`src/rtl/spi_slave_pkg.sv`:
```
// Shared types and constants for the SPI slave front end of the SPI-RAM path.
package spi_slave_pkg;

  localparam int unsigned RX_W = 10;
  localparam int unsigned TX_W = 8;

  // Command codes carried in rx_data[9:8].
  localparam logic [1:0] CMD_WR_ADDR = 2'b00;
  localparam logic [1:0] CMD_WR_DATA = 2'b01;
  localparam logic [1:0] CMD_RD_ADDR = 2'b10;
  localparam logic [1:0] CMD_RD_DATA = 2'b11;

  typedef enum logic [2:0] {
    IDLE      = 3'd0,
    CHK_CMD   = 3'd1,
    WRITE     = 3'd2,
    READ_ADD  = 3'd3,
    READ_DATA = 3'd4
  } state_t;

endpackage

```
`src/rtl/spi_slave.sv`:
```
// SPI slave: deserialises 10-bit command words and serialises read data on MISO.
// Optional abort strobe on SS_n deassertion outside IDLE: define SPI_SLAVE_ABORT_FLAG_EN.
module spi_slave
  import spi_slave_pkg::*;
#(
  parameter int unsigned ADDR_SIZE = TX_W
) (
  input  logic                 clk,
  input  logic                 rst_n,
  input  logic                 SS_n,
  input  logic                 MOSI,
  output logic                 MISO,
  output logic [ADDR_SIZE+1:0] rx_data,
  output logic                 rx_valid,
  input  logic [ADDR_SIZE-1:0] tx_data,
  input  logic                 tx_valid
`ifdef SPI_SLAVE_ABORT_FLAG_EN
  ,
  output logic                 abort
`endif
);

  localparam int unsigned RXW     = ADDR_SIZE + 2;
  localparam logic [3:0]  RX_LAST = 4'(ADDR_SIZE);
  localparam logic [3:0]  TX_LAST = 4'(ADDR_SIZE - 1);

  state_t               state;
  logic [3:0]           cnt;
  logic [RXW-2:0]       rx_shift;
  logic [ADDR_SIZE-1:0] tx_shift;
  logic                 frame_done;
  logic                 tx_busy;
  logic                 tx_done;
  logic                 rd_addr_flag;

  // Single registered FSM; SS_n high outside IDLE takes priority over any frame progress.
  always_ff @(posedge clk) begin
    if (!rst_n) begin
      state        <= IDLE;
      cnt          <= 4'd0;
      rx_shift     <= '0;
      tx_shift     <= '0;
      frame_done   <= 1'b0;
      tx_busy      <= 1'b0;
      tx_done      <= 1'b0;
      rd_addr_flag <= 1'b0;
      MISO         <= 1'b0;
      rx_data      <= '0;
      rx_valid     <= 1'b0;
`ifdef SPI_SLAVE_ABORT_FLAG_EN
      abort        <= 1'b0;
`endif
    end else begin
      rx_valid <= 1'b0;
`ifdef SPI_SLAVE_ABORT_FLAG_EN
      abort    <= 1'b0;
`endif
      if (state != IDLE && SS_n) begin
        state      <= IDLE;
        cnt        <= 4'd0;
        frame_done <= 1'b0;
        tx_busy    <= 1'b0;
        tx_done    <= 1'b0;
        MISO       <= 1'b0;
`ifdef SPI_SLAVE_ABORT_FLAG_EN
        abort      <= 1'b1;
`endif
      end else begin
        case (state)
          IDLE: begin
            cnt <= 4'd0;
            if (!SS_n) state <= CHK_CMD;
          end
          CHK_CMD: begin
            rx_shift   <= {rx_shift[RXW-3:0], MOSI};
            cnt        <= 4'd0;
            frame_done <= 1'b0;
            tx_busy    <= 1'b0;
            tx_done    <= 1'b0;
            if (!MOSI)             state <= WRITE;
            else if (rd_addr_flag) state <= READ_DATA;
            else                   state <= READ_ADD;
          end
          WRITE, READ_ADD, READ_DATA: begin
            if (!frame_done) begin
              rx_shift <= {rx_shift[RXW-3:0], MOSI};
              if (cnt == RX_LAST) begin
                frame_done <= 1'b1;
                cnt        <= 4'd0;
                rx_valid   <= 1'b1;
                rx_data    <= {rx_shift, MOSI};
                if (state == READ_ADD) rd_addr_flag <= 1'b1;
              end else begin
                cnt <= cnt + 4'd1;
              end
            end else if (state == READ_DATA) begin
              // Counter is reused as the MISO bit index once the command word is in.
              if (tx_busy) begin
                if (cnt == TX_LAST) begin
                  MISO         <= 1'b0;
                  tx_busy      <= 1'b0;
                  tx_done      <= 1'b1;
                  rd_addr_flag <= 1'b0;
                end else begin
                  MISO     <= tx_shift[ADDR_SIZE-1];
                  tx_shift <= {tx_shift[ADDR_SIZE-2:0], 1'b0};
                  cnt      <= cnt + 4'd1;
                end
              end else if (!tx_done && tx_valid) begin
                MISO     <= tx_data[ADDR_SIZE-1];
                tx_shift <= {tx_data[ADDR_SIZE-2:0], 1'b0};
                tx_busy  <= 1'b1;
                cnt      <= 4'd0;
              end
            end
          end
          default: state <= IDLE;
        endcase
      end
    end
  end

endmodule

```
`config.mk`:
```
export PLATFORM = sky130hd
export DESIGN_NAME = spi_slave
export DESIGN_NICKNAME = d
export VERILOG_FILES = /design/src/rtl/spi_slave_pkg.sv /design/src/rtl/spi_slave.sv
export SDC_FILE = /design/constraint.sdc
export NUM_CORES = 1
export LEC_CHECK = 0
export CORE_MARGIN = 2
export CORE_UTILIZATION = 35
export DETAILED_ROUTE_END_ITERATION = 6
export MAX_ROUTING_LAYER = met4
export PLACE_DENSITY = 0.52
export SYNTH_ARGS = -nofsm -noshare
export SYNTH_HDL_FRONTEND = slang
export SYNTH_SLANG_ARGS = --single-unit
```
`constraint.sdc`:
```
create_clock -name clk -period 4.75 [get_ports clk]
set_input_delay 1.1875 -clock clk [delete_from_list [all_inputs] [get_ports clk]]
set_output_delay 1.1875 -clock clk [all_outputs]
set_load 0.1 [all_outputs]
```
# ---- Word level (Yosys, flattened, before mapping)
# Cells that the tools add are included.
dict set report classes {
  add_sub_neg 1
  n_eq_ne 19
  muxes 39
  bitwise 4
  reduce_logical 23
}
# operator n
set op_table {}
lappend op_table {{2-to-1 mux 4 bit} 6}
lappend op_table {{2-to-1 mux 8 bit} 3}
lappend op_table {{2-to-1 mux 1 bit} 20}
lappend op_table {{one-hot mux 9 bit (2 select lines)} 1}
lappend op_table {{!= test 2 bit (second input constant)} 7}
lappend op_table {{AND reduction 4 bit} 3}
lappend op_table {{nonzero test 2 bit} 5}
lappend op_table {{2-to-1 mux 3 bit} 3}
lappend op_table {{2-to-1 mux 9 bit} 1}
lappend op_table {{one-hot mux 3 bit (3 select lines)} 1}
lappend op_table {{!= test 4 bit (second input constant)} 2}
lappend op_table {{one-hot mux 4 bit (2 select lines)} 1}
lappend op_table {{AND reduction 7 bit} 1}
lappend op_table {{equality test 3 x 2 -> 1 bit (second input constant)} 2}
lappend op_table {{!= test 2 x 1 -> 1 bit (second input constant)} 3}
lappend op_table {{one-hot mux 1 bit (2 select lines)} 3}
lappend op_table {{AND reduction 3 bit} 2}
lappend op_table {{AND reduction 6 bit} 1}
lappend op_table {{AND reduction 5 bit} 1}
lappend op_table {{adder 4 x 1 -> 4 bit (second input constant)} 1}
lappend op_table {{equality test 4 x 3 -> 1 bit (second input constant)} 1}
lappend op_table {{equality test 4 bit (second input constant)} 1}
lappend op_table {{inverter 1 bit} 4}
lappend op_table {{OR reduction 2 bit} 2}
lappend op_table {{other kinds (10)} 11}
dict set report word_totals {
  regBits 40
  in_bits 13
  output_inout_bits 12
  word_cells 97
}

# ---- Depth between registers and ports, before layout
# Gate-level depths: netlist of run 1.
dict set report depth {
  depth_word 7
  mapped_depth 7
  ltp_nobuf 6
}

# ---- Worst setup path after synthesis of run 1
# No wires, ideal clock.
dict set report synth_timing {
  path_type {input port to flip-flop}
  from {input tx_valid}
  to {register MISO}
  setup_ns 0.091
  t_arrival_ns 2.105
  required_ns 4.659
  slack_ns 2.554
  cell_stages 5
  n_path_buf 1
  path_cell_list {nand2b_1 > a211oi_4 > buf_6 > nor2_1 > a311oi_1}
}
dict set report synth_between {
  elab_chain_cells 3
}
# element line_no
set synth_rtl {}
lappend synth_rtl {{from (decl)} spi_slave.sv:16} ;# input logic tx_valid
lappend synth_rtl {{logical AND 1 bit} spi_slave.sv:109} ;# end else if (!tx_done && tx_valid) begin
lappend synth_rtl {{nonzero test 2 bit (no source line)} -}
lappend synth_rtl {{AND reduction 4 bit (no source line)} -}
lappend synth_rtl {{to (signal assigned)} spi_slave.sv:105} ;# MISO <= tx_shift[ADDR_SIZE-1];
lappend synth_rtl {{to (signal assigned)} spi_slave.sv:110} ;# MISO <= tx_data[ADDR_SIZE-1];
lappend synth_rtl {{to (decl)} spi_slave.sv:12} ;# output logic MISO,
# No other way between the ends.
# A chain may end at the register's enable or synchronous reset.

# ---- Worst setup path in the final report of run 1
dict set report layout_timing {
  from {input rst_n}
  to {register state[0]}
}
dict set report layout_between {
  elab_chain_cells 2
}
# element line_no
set layout_rtl {}
lappend layout_rtl {{from (decl)} spi_slave.sv:9} ;# input logic rst_n,
lappend layout_rtl {{inverter 1 bit (no source line)} -}
lappend layout_rtl {{OR reduction 2 bit (no source line)} -}
lappend layout_rtl {{to (signal assigned)} spi_slave.sv:39} ;# state <= IDLE;
lappend layout_rtl {{to (signal assigned)} spi_slave.sv:59} ;# state <= IDLE;
lappend layout_rtl {{to (signal assigned)} spi_slave.sv:72} ;# if (!SS_n) state <= CHK_CMD;
lappend layout_rtl {{to (decl)} spi_slave.sv:27} ;# state_t state;
# No other way between the ends.

==> results of run 1 <==
-- report_power, final --
part	switching (mW)	internal, mW
Sequential	0.00675	0.330
Combinational	0.0249	0.0217
Clock	0.116	0.103
-- sequential cells by signal (all words and copies together), names as in the netlist, 3 cells and up --
name	flops
rx_data	10
rx_shift	9
tx_shift	7
cnt	4
state	3
-- per-layer routing --
metal  global-route usage (%)  vias up
met3                    3.307        4
li1                         -      743
met2                    22.03       23
met4                    4.094        0
met1                    18.80      678
met5                        -        -
-- metrics by stage --
step	area (µm²)	util, %	total power [mW]	hold WS (ps)
2_1_floorplan	1804	-	0.3731	434.1
3_3_place_gp	2067	40.99	0.3903	457.3
3_5_place_dp	2067	40.99	0.3914	461.4
4_1_cts	2152	42.68	0.6098	477.6
5_1_grt	2152	42.68	0.6260	514.4
6_report	2152	42.68	0.6020	471.7
-- kinds of logic after synthesis --
logic type               after synthesis  share of synthesized area (%)
AND/OR/NAND/NOR                       60                          17.27
AO/OA/AOI/OAI                         47                          19.14
flip-flops                            39                          43.27
multiplexers                          25                          13.87
buffers and inverters                 19                          5.062
adder cells (fa/ha/maj)                2                          1.387
-- path summary, 6_finish.rpt --
path / endpoint / slack (ps) / depth (start not counted)
max reg2reg: rx_shift[4] / 2250 / 4
min: rx_shift[8] / 470 / 2
min reg2reg: rx_shift[8] / 470 / 2
max: state[0] / 1720 / 4
-- layout make-up --
type / instances / share of cell area (%)
clock buffers: 6 / 3.372
clock inverters: 2 / 0.5814
inverters: 7 / 1.221
multi-input cells: 134 / 43.31
flip-flops and latches: 39 / 36.28
well taps: 70 / 4.070
repair buffers: 24 / 11.16
-- worst max-delay path, stage by stage --
cell	delay, ps
clkdlybuf4s50_1	760
clkinv_1	590
or4_1	630
nor2_1	90
-- Yosys cell counts (all sizes together), types with 2 or more instances --
cell,count,area [µm²]
or3,3,18.77
nand2,15,56.30
dfxtp,39,780.8
ha,2,25.02
inv,6,22.52
nand4,2,12.51
buf,6,42.54
nand2b,5,31.28
o21ai,4,20.01
o22ai,3,18.77
nor3,3,15.01
nor4bb,2,20.02
nand3,3,15.01
a21oi,15,75.07
o31ai,3,22.52
clkbuf,6,22.52
and2,2,12.51
nand3b,2,15.01
a311oi,7,61.31
a22oi,2,15.01
nor2,16,60.06
a211oi,2,27.53
mux2i,25,250.2
-- cells in the final DEF (no fill, tap or decap), types with 3 or more instances in the layout --
| master | n |
|---|---|
| nand2_1 | 15 |
| mux2i_1 | 25 |
| nor2_1 | 16 |
| nand2b_1 | 5 |
| nand3_1 | 3 |
| nor3_1 | 3 |
| a311oi_1 | 7 |
| clkdlybuf4s50_1 | 24 |
| a21oi_1 | 15 |
| o21ai_0 | 3 |
| inv_1 | 6 |
| dfxtp_1 | 39 |
| o22ai_1 | 3 |
| clkbuf_8 | 5 |
| o31ai_1 | 3 |
| or3_1 | 3 |
==> metrics.yaml, run 1 <==
floorplanning:
  start_util_pct: 35.78
  die_h_um: 75.80
  die-area_um2: 5745
  rows: 26
  die_x_um: 75.80
  core_um2: 5042
  num_io_pins: 25
setup_path:
  crit_required_ps: 4970
  path_class: "in2reg"
  critical_path_arrival_ps: 3260
  cp-startpoint: "rst_n"
  timing.rr.start: "state[2]"
  crit_fanout: 19
  cp-start-kind: "input pin"
  endpoint_kind: "flip-flop"
synthesis:
  synth.yosys.warnings: 0
  ys.flop_type: "dfxtp_1"
  ys_seq_area_share_pct: 43.27
  netlist_area_um2: 1804
  synth_cell_types: 45
  synthArstFlopShare_pct: 0
  synth_fp_nets: 207
  syn_area_per_cell_um2: 9.397
  synth_cells: 192
  synth_edf_count: 0
  synth_seq_cells: 39
finish:
  multi_input_comb_area_um2: 932.1
  stdcell_count: 282
  drive_above_1_share_pct: 5.189
  syn_to_final_growth_pct: 19.28
  num-fill-cells: 491
  n_antenna_cell: 0
  regArea_um2: 780.7
  nets: 226
routing:
  drc: 0
  wl_met1_um: 1809
  wl_met3_um: 138
  via_per_inst: 5.135
  wire_per_inst_um: 13.09
  drtPass1Iterations: 4
  ant_nets: 0
  postRouteWirelength_um: 3692
  vias: 1448
  first_iter_violations: 137
  wl_met2_um: 1708
  top_layer: "met4"
cts:
  clkTransAtPathRegs_ps: 80
  ctsResizeCount: 0
  cts.path.max_buffers: 2
  cts_root_buffer: "clkbuf_8"
  cts_sinks: 39
  cts_hold_buffers: 0
  htree_levels: 2
  cts_setup_buffers: 0
  cts_buffers: 5
  clk-insertion-delay-late_ps: 290
  cts_tree: "built"
placed_design:
  globalplace.congestion: 0.8073
  placed_cells: 274
  port_buffers: 24
  place_hpwl_um: 2597
  place_ws_ps: 1383
sta:
  layout_setup_ws_ps: 1717
  fmax_mhz: 329.7
  maxSlewHeadroom_pct: 28.52
  rsz0062_at_grt: "false"
  setup-tns-final_ps: 0
  hold_violations: 0
  setup_viol: 0
  fin_crit_sh_pct: 63.85
  skew_ps: 6.407
  drv_slew: 0
  period_minus_slack_ps: 3033
  tightestPinTransition_ps: 1072
min_path:
  worstHoldStart: "rx_shift[8]"
  hold_class: "reg2reg"
power_and_ir_drop:
  leakagePower_nw: 0.7689
  peakVddDrop_v: 0.0001425
  powerDensity_nw_per_um2: 279.7
flow_run:
  drv_cap: 0
status:
  outcome: "complete, no violations"
global_routing:
  grt_pass1_wl_um: 6147
  antenna_found_initial: 0
  grt_usage_pct: 14.32
  grt_pass1_vias: 1315
  grt_overflow: 0
  grt_max_degree: 20
Note: power is estimated with default switching activity, not from simulation.
==> inputs of run 2 (changes only) <==
==> constraint.sdc (replaced) <==
create_clock -name clk -period 3.1 [get_ports clk]
set_input_delay 0.775 -clock clk [delete_from_list [all_inputs] [get_ports clk]]
set_output_delay 0.775 -clock clk [all_outputs]
set_load 0.1 [all_outputs]
==> run 2 against run 1 <==
  * Critical path depth rose by 1
  * Sequential power up 53%
  * Via count is 2.0% higher
  * Combinational power up 61%
  * Sequential share of layout area increased by 0.13 points
  * Global-route usage increased by 0.70 points
  * Wire length rose by 5.7%
  * Worst setup slack worse by 910 ps
  * Count of clock-buffer cells in the layout unchanged
  * Clock skew is 2.9 ps lower
  * Utilization decreased by 0.15 points
  * Register-to-register slack got worse by 1400 ps
==> metrics.yaml, run 2 (synthesis results as in run 1) <==
sta:
  hold_violations: 0  # unchanged
  fmax_mhz: 436.0
  period_minus_slack_ps: 2293
  tightestPinTransition_ps: 667.1  # -405.1 ps
  rsz0062_at_grt: "false"
  setup_viol: 0  # unchanged
  setup-tns-final_ps: 0  # unchanged
  drv_slew: 0  # unchanged
  fin_crit_sh_pct: 73.98
  maxSlewHeadroom_pct: 55.39  # +27 points
  skew_ps: 3.488  # -2.919 ps
cts:
  cts.path.max_buffers: 2  # unchanged
  clkTransAtPathRegs_ps: 80  # about the same
  clk-insertion-delay-late_ps: 290  # about the same
  cts_setup_buffers: 0  # unchanged
  ctsResizeCount: 0  # unchanged
  htree_levels: 2  # unchanged
  cts_sinks: 39  # unchanged
  cts_hold_buffers: 0  # unchanged
  cts_root_buffer: "clkbuf_8"
  cts_buffers: 5  # unchanged
  cts_tree: "built"
routing:
  drc: 0  # unchanged
  drtPass1Iterations: 4  # unchanged
  vias: 1477  # +2.0%
  first_iter_violations: 60  # -56%
  via_per_inst: 5.182  # +0.93%
  postRouteWirelength_um: 3903  # +5.7%
  ant_nets: 0  # unchanged
  wire_per_inst_um: 13.69  # +4.6%
setup_path:
  timing.rr.start: "state[2]"
  crit_cells: 5  # +1
  crit_buf_inv: 1  # -1
  reg2reg_depth: 4  # unchanged
  critPathCapture: "tx_shift[2]"
  cp-startpoint: "tx_valid"
  crit_required_ps: 3290  # -1680 ps
  cp-start-kind: "input pin"
  slowest_stage: "a211oi_4"
  cpLargestDelayFamily: "compound AO/OA/AOI/OAI gates"
  crit_fanout: 16  # -3
  ff2ff_setup_slack_ps: 810  # -1440 ps
  r2r-end: "tx_shift[2]"
  slowest_delay_ps: 650  # -110 ps
  critical_path_arrival_ps: 2490  # -770 ps
  path_class: "in2reg"
  cp_cell_sequence: "clkdlybuf4s50_1 > nand2b_1 > a211oi_4 > a21oi_1 > a311oi_1"
  endpoint_kind: "flip-flop"
finish:
  fin_area_um2: 2145  # -0.35%
  largest_reg_flops: 10  # unchanged
  num-fill-cells: 511  # +4.1%
  reg_top3: "rx_data x10, rx_shift x9, tx_shift x7"
  final_common_cell: "dfxtp_1"
  top_register: "rx_data"
  n_antenna_cell: 0  # unchanged
  syn_to_final_growth_pct: 18.86
  drive_above_1_share_pct: 12.09  # +6.9 points
  layout_common_cells: "dfxtp_1 (39), mux2i_1 (25), nor2_1 (16)"
  nets: 229  # +1.3%
flow_run:
  drv_cap: 0  # unchanged
placed_design:
  globalplace.congestion: 0.7973  # -1.2%
  place_hpwl_um: 2718  # +4.7%
  placed_cell_area_um2: 2059  # -0.36%
  port_buffers: 24  # unchanged
global_routing:
  antenna_found_initial: 0  # unchanged
  grt_overflow: 0  # unchanged
  grt_pass1_wl_um: 6361  # +3.5%
  grt_usage_pct: 15.02  # +0.70 points
  grt_max_degree: 19  # -5.0%
  grt_pass1_vias: 1389  # +5.6%
power_and_ir_drop:
  leakagePower_nw: 0.8087  # +5.2%
  powerDensity_nw_per_um2: 434.1  # +55%
  peakVddDrop_v: 0.0002137  # +50%
floorplanning:
  die_x_um: 75.80  # unchanged
  rows: 26  # unchanged
  die-area_um2: 5745  # unchanged
  die_h_um: 75.80  # unchanged
  num_io_pins: 25  # unchanged
  core_um2: 5042  # unchanged
  start_util_pct: 35.78  # unchanged
status:
  outcome: "complete, no violations"
min_path:
  hold_class: "reg2reg"
  whs_path_depth: 2  # unchanged
-- run 2: cell count changes in the layout (fill, tap and decap cells not counted) --
cell	delta
clkdlybuf4s50_1	-12
buf_4	+15
-- run 2: how the worst min path moves through the flow --
stage               slack (ps)         from          end
finish                     470  rx_shift[8]  rx_shift[8]
global route               490  rx_shift[8]  rx_shift[8]
CTS                        470  rx_shift[8]  rx_shift[8]
detailed placement         460  rx_shift[8]  rx_shift[8]
global placement           450  rx_shift[8]  rx_shift[8]
floorplan                  430  rx_shift[8]  rx_shift[8]
-- run 2: power breakdown --
| part | switching (mW) | internal (mW) | total (mW) |
|---|---|---|---|
| combinational | 0.0393 | 0.0356 | 0.0749 |
| sequential | 0.0108 | 0.505 | 0.516 |
| clock | 0.183 | 0.157 | 0.340 |
-- run 2: final cells by class --
class	count	area, µm²	share of cell area, %
timing repair buffer	27	232.7	10.85
clock buffer	6	72.57	3.384
inverter	7	26.28	1.225
sequential	39	780.7	36.41
clock inverter	2	12.51	0.5834
tap	70	87.58	4.084
multi-input combinational	134	932.1	43.47
-- run 2: worst register-to-register path, delay by kind of cell, from the launching register on --
family / cells / cell delay [ps]
DFF: 1 / 560
AOI/OAI and AO/OA: 3 / 1100
and+or+nand+nor: 1 / 530
-- run 2: through the flow --
stage / hold WS [ps] / setup WS, ps / cells / utilization, % / total power, mW
after floorplan: 434.1 / 1316 / 192 / - / 0.5717
after global placement: 449.9 / 695.6 / 277 / 40.84 / 0.6013
after detailed placement: 456.4 / 544.8 / 277 / 40.84 / 0.6026
after CTS: 467.8 / 830.8 / 285 / 42.53 / 0.9469
after global routing: 488.0 / 666.4 / 285 / 42.53 / 0.9719
final: 466.2 / 806.7 / 285 / 42.53 / 0.9309
-- run 2: metal layers --
layer  share of wire (%)  wire length (µm)  track usage (%)  vias up
li1                    -                 -                -      746
met1                  49              1914            18.53      707
met2                  46              1804            23.28       17
met3                 3.3               129            4.101        7
met4                 1.4                55            5.848        0
met5                   0                 0                -        -
